--- config.mk ---
export PLATFORM = sky130hd
export DESIGN_NAME = operand_fetch
export DESIGN_NICKNAME = d
export VERILOG_FILES = /design/src/rtl/of_pkg.sv /design/src/rtl/of_scoreboard.sv /design/src/rtl/operand_fetch.sv
export SDC_FILE = /design/constraint.sdc
export NUM_CORES = 1
export LEC_CHECK = 0
export CAP_MARGIN = 20
export CORE_UTILIZATION = 30
export DETAILED_ROUTE_END_ITERATION = 12
export PLACE_DENSITY = 0.61
export SYNTH_ARGS = -nofsm -noshare
export SYNTH_HDL_FRONTEND = slang
export SYNTH_SLANG_ARGS = --single-unit
--- constraint.sdc ---
create_clock -name clock -period 4.75 [get_ports clock]
set_clock_uncertainty 0.15 [all_clocks]
set_input_delay 1.1875 -clock clock [delete_from_list [all_inputs] [get_ports clock]]
set_output_delay 1.1875 -clock clock [all_outputs]
set_load 0.005 [all_outputs]
--- src/rtl/of_pkg.sv ---
// of_pkg: shared constants and the decoded-instruction record passed from
// decode through operand fetch to execute.
package of_pkg;

   localparam int unsigned DATA_W     = 8;
   localparam int unsigned REG_ADDR_W = 3;
   localparam int unsigned NUM_REGS   = 2 ** REG_ADDR_W;
   localparam int unsigned PEND_W     = 2;

   typedef struct packed {
      logic [REG_ADDR_W-1:0] rs;
      logic [REG_ADDR_W-1:0] rt;
      logic [REG_ADDR_W-1:0] rd;
      logic [DATA_W-1:0]     imm;
      logic                  use_imm;
      logic                  reg_write;
   } of_instr_t;

endpackage

--- src/rtl/of_scoreboard.sv ---
// of_scoreboard: per-register count of in-flight writes, RAW/overflow hazard
// detection for the instruction offered by decode, and a sticky underflow flag.
// Ports:
//   clock, resetN              clock, synchronous active-low reset
//   chk_rs/rt/rd, chk_use_imm,
//   chk_reg_write              fields of the instruction being checked
//   inc_en, inc_addr           an accepted instruction will write inc_addr
//   dec_en, dec_addr           writeback commits dec_addr
//   hazard                     offered instruction must stall
//   sb_error                   sticky: commit seen for a register with no pending write
module of_scoreboard
   import of_pkg::*;
(
   input  logic                  clock,
   input  logic                  resetN,
   input  logic [REG_ADDR_W-1:0] chk_rs,
   input  logic [REG_ADDR_W-1:0] chk_rt,
   input  logic [REG_ADDR_W-1:0] chk_rd,
   input  logic                  chk_use_imm,
   input  logic                  chk_reg_write,
   input  logic                  inc_en,
   input  logic [REG_ADDR_W-1:0] inc_addr,
   input  logic                  dec_en,
   input  logic [REG_ADDR_W-1:0] dec_addr,
   output logic                  hazard,
   output logic                  sb_error
);

   localparam logic [PEND_W-1:0] CNT_MAX = '1;

   logic [PEND_W-1:0]   cnt_q [NUM_REGS];
   logic [PEND_W-1:0]   cnt_d [NUM_REGS];
   logic [NUM_REGS-1:0] inc_hit;
   logic [NUM_REGS-1:0] dec_hit;
   logic                sb_error_q;
   logic                sb_error_d;

   // Registered counts only: a commit in the same cycle does not release a stall.
   always_comb begin
      hazard = (cnt_q[chk_rs] != '0)
            || (!chk_use_imm && (cnt_q[chk_rt] != '0))
            || (chk_reg_write && (cnt_q[chk_rd] == CNT_MAX));
   end

   always_comb begin
      inc_hit    = inc_en ? (NUM_REGS'(1) << inc_addr) : '0;
      dec_hit    = dec_en ? (NUM_REGS'(1) << dec_addr) : '0;
      sb_error_d = sb_error_q;
      for (int unsigned r = 0; r < NUM_REGS; r++) begin
         cnt_d[r] = cnt_q[r];
         if (dec_hit[r] && (cnt_q[r] == '0)) begin
            sb_error_d = 1'b1;
         end
         // Simultaneous increment and decrement cancel; an unmatched
         // decrement of a zero count is clamped at zero.
         if (inc_hit[r] && !dec_hit[r]) begin
            cnt_d[r] = cnt_q[r] + 1'b1;
         end else if (!inc_hit[r] && dec_hit[r] && (cnt_q[r] != '0)) begin
            cnt_d[r] = cnt_q[r] - 1'b1;
         end
      end
   end

   always_ff @(posedge clock) begin
      if (!resetN) begin
         for (int unsigned r = 0; r < NUM_REGS; r++) begin
            cnt_q[r] <= '0;
         end
         sb_error_q <= 1'b0;
      end else begin
         for (int unsigned r = 0; r < NUM_REGS; r++) begin
            cnt_q[r] <= cnt_d[r];
         end
         sb_error_q <= sb_error_d;
      end
   end

   assign sb_error = sb_error_q;

endmodule

--- src/rtl/operand_fetch.sv ---
// operand_fetch: accepts decoded instructions, drives register-file read
// addresses, captures the 1-cycle-latency read data and presents operands to
// execute over valid/ready. RAW hazards stall in decode via the scoreboard.
// Ports:
//   clock, resetN                   clock, synchronous active-low reset
//   dec*                            decode handshake and instruction fields
//   rfReadAddr1/2, rfReadData1/2    register file read ports (data 1 cycle later)
//   wbEn, wbAddr                    writeback commit
//   ex*                             execute handshake and operands
//   sbError                         sticky scoreboard underflow
module operand_fetch
   import of_pkg::*;
(
   input  logic                  clock,
   input  logic                  resetN,
   input  logic                  decValid,
   output logic                  decReady,
   input  logic [REG_ADDR_W-1:0] decRs,
   input  logic [REG_ADDR_W-1:0] decRt,
   input  logic [REG_ADDR_W-1:0] decRd,
   input  logic [DATA_W-1:0]     decImm,
   input  logic                  decUseImm,
   input  logic                  decRegWrite,
   output logic [REG_ADDR_W-1:0] rfReadAddr1,
   output logic [REG_ADDR_W-1:0] rfReadAddr2,
   input  logic [DATA_W-1:0]     rfReadData1,
   input  logic [DATA_W-1:0]     rfReadData2,
   input  logic                  wbEn,
   input  logic [REG_ADDR_W-1:0] wbAddr,
   output logic                  exValid,
   input  logic                  exReady,
   output logic [DATA_W-1:0]     exOpA,
   output logic [DATA_W-1:0]     exOpB,
   output logic [REG_ADDR_W-1:0] exRd,
   output logic                  exRegWrite,
   output logic                  sbError
);

   of_instr_t             dec_instr;
   of_instr_t             a_q, a_d;
   logic                  a_valid_q, a_valid_d;
   logic                  out_valid_q, out_valid_d;
   logic [DATA_W-1:0]     ex_opa_q, ex_opa_d;
   logic [DATA_W-1:0]     ex_opb_q, ex_opb_d;
   logic [REG_ADDR_W-1:0] ex_rd_q, ex_rd_d;
   logic                  ex_rw_q, ex_rw_d;
   logic                  hazard;
   logic                  a_move;
   logic                  dec_ready;
   logic                  accept;

   of_scoreboard u_scoreboard (
      .clock         (clock),
      .resetN        (resetN),
      .chk_rs        (decRs),
      .chk_rt        (decRt),
      .chk_rd        (decRd),
      .chk_use_imm   (decUseImm),
      .chk_reg_write (decRegWrite),
      .inc_en        (accept && decRegWrite),
      .inc_addr      (decRd),
      .dec_en        (wbEn),
      .dec_addr      (wbAddr),
      .hazard        (hazard),
      .sb_error      (sbError)
   );

   always_comb begin
      dec_instr = '{rs: decRs, rt: decRt, rd: decRd, imm: decImm,
                    use_imm: decUseImm, reg_write: decRegWrite};

      a_move    = a_valid_q && (!out_valid_q || exReady);
      dec_ready = !hazard && (!a_valid_q || a_move);
      accept    = decValid && dec_ready;

      // A held stage A keeps re-reading its own sources, so the read data
      // seen next cycle always belongs to whatever occupies stage A.
      rfReadAddr1 = accept ? decRs : a_q.rs;
      rfReadAddr2 = accept ? decRt : a_q.rt;

      a_d         = a_q;
      a_valid_d   = a_valid_q;
      out_valid_d = out_valid_q;
      ex_opa_d    = ex_opa_q;
      ex_opb_d    = ex_opb_q;
      ex_rd_d     = ex_rd_q;
      ex_rw_d     = ex_rw_q;

      if (a_move) begin
         out_valid_d = 1'b1;
         ex_opa_d    = rfReadData1;
         ex_opb_d    = a_q.use_imm ? a_q.imm : rfReadData2;
         ex_rd_d     = a_q.rd;
         ex_rw_d     = a_q.reg_write;
      end else if (exReady) begin
         out_valid_d = 1'b0;
      end

      if (accept) begin
         a_valid_d = 1'b1;
         a_d       = dec_instr;
      end else if (a_move) begin
         a_valid_d = 1'b0;
      end
   end

   always_ff @(posedge clock) begin
      if (!resetN) begin
         a_q         <= '0;
         a_valid_q   <= 1'b0;
         out_valid_q <= 1'b0;
         ex_opa_q    <= '0;
         ex_opb_q    <= '0;
         ex_rd_q     <= '0;
         ex_rw_q     <= 1'b0;
      end else begin
         a_q         <= a_d;
         a_valid_q   <= a_valid_d;
         out_valid_q <= out_valid_d;
         ex_opa_q    <= ex_opa_d;
         ex_opb_q    <= ex_opb_d;
         ex_rd_q     <= ex_rd_d;
         ex_rw_q     <= ex_rw_d;
      end
   end

   assign decReady   = dec_ready;
   assign exValid    = out_valid_q;
   assign exOpA      = ex_opa_q;
   assign exOpB      = ex_opb_q;
   assign exRd       = ex_rd_q;
   assign exRegWrite = ex_rw_q;

endmodule

# Word-level counts from Yosys, hierarchy flattened
# Memories as Yosys holds them, arrays and structs flattened.
# Index checks and enable logic that the tools add are counted.
[totals] inputBits=43 register_bits=42 ram_bits=16 out_inout_bits=29 elab_cells=167 memories=1
[classes] reduce_logical=83 n_eq_ne=1 bitwise_logic=8 n_mux=43 shifts=2 add_sub_neg=16
[memory_table] name="u_scoreboard.cnt_q" depth=8 word_bits=2 read_ports=11 rd_clocked_by_memory_dff=0 wr=8 line="of_scoreboard.sv:31" rtl="logic [PEND_W-1:0] cnt_q [NUM_REGS];"
[ops] op="$mux W2" n=24
[ops] op="$logic_and A1 B1 Y1" n=38
[ops] op="$mux W8" n=3
[ops] op="$reduce_bool A2 Y1" n=12
[ops] op="$logic_not A1 Y1" n=20
[ops] op="$add A2 B1 Y2 const B" n=8
[ops] op="$logic_not A2 Y1" n=8
[ops] op="$shl A1 B3 Y8 const A" n=2
[ops] op="$sub A2 B1 Y2 const B" n=8
[ops] op="$mux W1" n=14
[ops] op="$or A1 B1 Y1" n=8
[ops] op="$reduce_bool A8 Y1" n=1
[ops] op="$mux W3" n=2
[ops] op="$logic_or A1 B1 Y1" n=4
[ops] op="$eq A2 B2 Y1 const B" n=1

# Depth between registers and ports, before layout
# Gate-level depths: netlist of run 1.
# An unclocked memory read counts as a cell.
[depth] word_depth=16 mapped_depth=9 ltp_nobuf=6

# Modules after synthesis
# A second synthesis of run 1 with hierarchy kept.
[hier_totals] hier_cells=365 hier_area_um2=3007.9
[modules_own_cells] module="operand_fetch" n_inst=1 cells_each=196 area_each_um2=1655.3 seq_area_each_um2=820.8
[modules_own_cells] module="of_scoreboard" n_inst=1 cells_each=169 area_each_um2=1352.5 seq_area_each_um2=340.3

# Worst setup path after synthesis of run 1
# Ideal clock, no wire load.
[synth_timing] kind="input port to output port" from="input decRs[0]" to="output rfReadAddr1[2]" setup_slack_ns=0.686 path_buffers=2 cell_stages=7 required_time_ns=3.413 arrival_time_ns=2.727 path_cell_list="buf_4 nor3_1 a2111oi_1 a211oi_4 nand4_4 buf_6 mux2_4"
[synth_via] elab_chain_len=8
[synth_lines] item="from (decl)" line="operand_fetch.sv:18" rtl="input logic [REG_ADDR_W-1:0] decRs,"
[synth_lines] item="$mem_v2 Z8 W2"
[synth_lines] item="$reduce_bool A2 Y1" line="of_scoreboard.sv:40" rtl="hazard = (cnt_q[chk_rs] != '0)"
[synth_lines] item="$logic_or A1 B1 Y1" line="of_scoreboard.sv:41" rtl="|| (!chk_use_imm && (cnt_q[chk_rt] != '0))"
[synth_lines] item="$logic_or A1 B1 Y1" line="of_scoreboard.sv:42" rtl="|| (chk_reg_write && (cnt_q[chk_rd] == CNT_MAX));"
[synth_lines] item="$logic_not A1 Y1" line="operand_fetch.sv:73" rtl="dec_ready = !hazard && (!a_valid_q || a_move);"
[synth_lines] item="$logic_and A1 B1 Y1" line="operand_fetch.sv:73"
[synth_lines] item="$logic_and A1 B1 Y1" line="operand_fetch.sv:74" rtl="accept = decValid && dec_ready;"
[synth_lines] item="$mux W3" line="operand_fetch.sv:78" rtl="rfReadAddr1 = accept ? decRs : a_q.rs;"
[synth_lines] item="to (decl)" line="operand_fetch.sv:24" rtl="output logic [REG_ADDR_W-1:0] rfReadAddr1,"
# No other way between the ends.

# Worst setup path after layout of run 1
[layout_timing] from="input decRs[1]" to="output rfReadAddr1[1]"
[layout_via] elab_chain_len=8
[layout_lines] item="$mem_v2 Z8 W2"
[layout_lines] item="$reduce_bool A2 Y1" line="of_scoreboard.sv:40"
[layout_lines] item="$logic_or A1 B1 Y1" line="of_scoreboard.sv:41"
[layout_lines] item="$logic_or A1 B1 Y1" line="of_scoreboard.sv:42"
[layout_lines] item="$logic_not A1 Y1" line="operand_fetch.sv:73"
[layout_lines] item="$logic_and A1 B1 Y1" line="operand_fetch.sv:73"
[layout_lines] item="$logic_and A1 B1 Y1" line="operand_fetch.sv:74"
[layout_lines] item="$mux W3 *" line="operand_fetch.sv:78"
# Every way passes the cells marked *; elsewhere a longest branch is shown, timed or not.

==> results of run 1 <==
==> area by class of cell <==
type,instances,area (µm²),share of cell area
multi-input combinational,299,2060,0.442
sequential,58,1160,0.249
timing repair buffer,111,1010,0.217
tap,140,175,0.0376
clock buffer,9,124,0.0266
clock inverter,7,101,0.0218
inverter,7,26.3,0.00564
==> power groups by stage <==
stage                     clock (mW)  combinational [mW]  sequential, mW
after global placement             0               0.218           0.537
after floorplan                    0               0.117           0.532
after global routing           0.557               0.256           0.529
final                          0.519               0.236           0.527
after CTS                      0.532               0.226           0.526
after detailed placement           0               0.221           0.538
==> flip-flops by register name, summed over array words and instances, names as in the netlist, 3 cells and up <==
register            count
exOpA                   8
exRd                    3
u_scoreboard.cnt_q     16
a_q                    19
exOpB                   8
==> critical path, cell delays in order <==
cell             delay [ns]
clkdlybuf4s50_1        0.56
nor4b_4                0.25
a311oi_2               0.10
a221oi_4               0.33
nand4_4                0.17
buf_4                  0.19
buf_4                  0.13
mux2_4                 0.29
dlymetal6s2s_1         0.16
==> cell usage after synthesis, types with 5 or more instances <==
cell type   n
nand2_1    65
dfxtp_1    58
nand3_1    25
o21ai_0    20
clkbuf_1   18
nor2_1     18
a21boi_0   16
nor3_1     12
mux2i_1    10
and2_1      9
nand4_1     9
o211a_1     9
inv_1       7
nand2b_1    7
nand3b_1    7
nand4b_1    7
buf_2       6
nor3b_1     5
o21bai_1    5
==> worst max-delay path by stage <==
stage,from,end,depth (start not counted)
2_1_floorplan,decRs[0],rfReadAddr1[2],7
3_3_place_gp,decRs[0],rfReadAddr2[0],8
3_5_place_dp,decRs[0],rfReadAddr2[2],7
4_1_cts,decRt[0],rfReadAddr1[1],8
5_1_grt,decRs[1],rfReadAddr1[1],9
6_report,decRs[1],rfReadAddr1[1],9
==> per-stage QoR <==
stage                     hold WS, ns  setup WS, ns
final                           0.314        0.0472
after floorplan                 0.291         0.686
after global placement          0.299       -0.0866
after global routing            0.341       -0.0125
after detailed placement        0.309        -0.123
after CTS                       0.319       -0.0630
==> layer usage <==
metal  up-vias  track usage
met3        19       0.0297
met4         0       0.0783
met1      1520        0.208
li1       1626            -
met5         -            0
met2        87        0.282
==> logic make-up (layout without fill, tap and decap cells) <==
| group | count (synthesis) | in the layout |
|---|---|---|
| XOR/XNOR | 1 | 1 |
| AO/OA/AOI/OAI | 89 | 89 |
| flip-flops | 58 | 58 |
| multiplexers | 16 | 16 |
| buffers and inverters | 36 | 134 |
| AND/OR/NAND/NOR | 193 | 193 |
==> timing repair <==
| item | CTS | global route |
|---|---|---|
| cloned | 0 | 1 |
| buffers inserted | 5 | 6 |
| setup endpoints to repair | 7 | 6 |
| gates resized for setup | 9 | 14 |
| pin swaps | 4 | 4 |
==> results.yml, run 1 <==
route:
  topRoutingLayerUsed: "met4"
  drtIter0Drc: 201
  route.detailed.drc: 0
  wirelength_um: 9550
  drtAntennaViolNets: 0
  vias: 3252
  wl_per_cell_um: 15.1
  wl_met1_um: 4240
  wl_met2_um: 4650
  viasPerCell: 5.15
  firstDrtPassIters: 4
  wl_met3_um: 432
worst_setup_path:
  timing.rr.start: "u_scoreboard.cnt_q[2][0]$_SDFFE_PN0P_"
  rrSetupSlack_ns: 2.01
  critPathMaxFanout: 6
  worst_setup_path_start_kind: "input port"
  critPathKind: "in -> out"
  cp.arrival_ns: 3.37
  reg2reg_to: "u_scoreboard.cnt_q[3][1]$_SDFFE_PN0P_"
  cp.required_ns: 3.41
  r2r_cells: 8
  worstSetupEndpointType: "output port"
logic_synthesis:
  synth_top_family_by_area: "simple AND/OR/NAND/NOR gates"
  ys_seq_area_frac: 0.347
  synth_edf_count: 0
  synth_nets: 436
  yosysUniqueCellTypes: 69
  yosysTopAreaCell: "dfxtp_1"
  synthTopCellsByArea: "dfxtp_1 35%, nand2_1 7.3%, nand3_1 3.7%"
  ys.flop_type: "dfxtp_1"
  yosys.area_share.simple: 0.328
  async_reset_ff_frac: 0
  muxShareOfSynthArea: 0.0523
  syn_area_um2: 3350
  synth-compound-area-share: 0.218
  yosysWarnings: 0
  synth-adder-area-share: 0
  yosysTopAreaCellShare: 0.347
  synth.avg_cell_area_um2: 8.52
  syn_inst: 393
  synth_xor_xnor_area_share: 0.00261
  synth-seq-cells: 58
clocking:
  clockRootBuffer: "clkbuf_8"
  cts_sinks: 58
  cts-htree-levels: 3
  cts_made_buffers: 9
  clockBufferDepth: 2
  insertion_delay_ns: 0.34
  cts_tree: "done"
  clk_pin_slew_ns: 0.07
  cts_hold_buf: 0
cells_and_area:
  drive_gt1_frac: 0.175
  fillers: 1091
  area_growth_pct: 39.1
  nets: 529
  utilization: 0.430
  diodes: 0
  final_cells: 631
  final_common_cell: "nand2_1"
  layout_common_cells: "65 x nand2_1, 59 x clkdlybuf4s50_1, 58 x dfxtp_1, 37 x buf_4, 25 x nand3_1"
  finalInstanceArea_um2: 4660
sta:
  fin_tns_setup_ns: 0
  finalCritPeriodShare: 0.990
  tightestPinTransition_ns: 0.969
  slew_violations: 0
  hold_viol_final: 0
  max_slew_margin: 0.354
  setup_viol_count_final: 0
  fmax_mhz: 213
  period_minus_slack_ns: 4.70
power:
  p_sw_mw: 0.341
  power_density_nw_per_um2: 275
  intPower_mw: 0.941
  p_clk_frac: 0.405
  p_total_mw: 1.28
  pwr-share-seq: 0.411
  p_sw_frac: 0.266
  p_leak_nw: 1.87
  peakVddDrop_mv: 0.139
  pwr-share-comb: 0.184
die:
  core_um2: 10800
  dieArea_um2: 11600
  rows: 38
  fp.dieH_um: 108
  die_w_um: 108
  pin_count: 72
  start_util: 0.309
global_routing:
  grt_max_degree: 48
  grt_pass1_wl_um: 15200
  antenna_found_initial: 0
  grt_pass1_vias: 3045
  overflow: 0
  grt_use_total: 0.168
flow_run:
  drv_cap: 0
worst_hold_path:
  min_from: "exOpA[2]$_SDFFE_PN0P_"
  hold_depth: 2
  hold_path_class: "reg -> reg"
  hold_end: "exOpA[2]$_SDFFE_PN0P_"
placed_design:
  gp_congestion: 0.902
  dpl_cell_area_um2: 4290
  dp_hpwl_um: 6810
  io_buffer_count: 71
  placed_cells: 603
outcome:
  status: "finished clean"
Power figures use the tool's default switching activity.
==> run 2: changes to the inputs <==
--- a/config.mk
+++ b/config.mk
@@ -5,10 +5,11 @@
 export SDC_FILE = /design/constraint.sdc
 export NUM_CORES = 1
 export LEC_CHECK = 0
-export CAP_MARGIN = 20
+export CAP_MARGIN = 10
 export CORE_UTILIZATION = 30
 export DETAILED_ROUTE_END_ITERATION = 12
 export PLACE_DENSITY = 0.61
+export SETUP_SLACK_MARGIN = 0.02
 export SYNTH_ARGS = -nofsm -noshare
 export SYNTH_HDL_FRONTEND = slang
 export SYNTH_SLANG_ARGS = --single-unit
==> results of run 2 <==
Same layout as run 1 (identical final DEF). Status: finished clean.
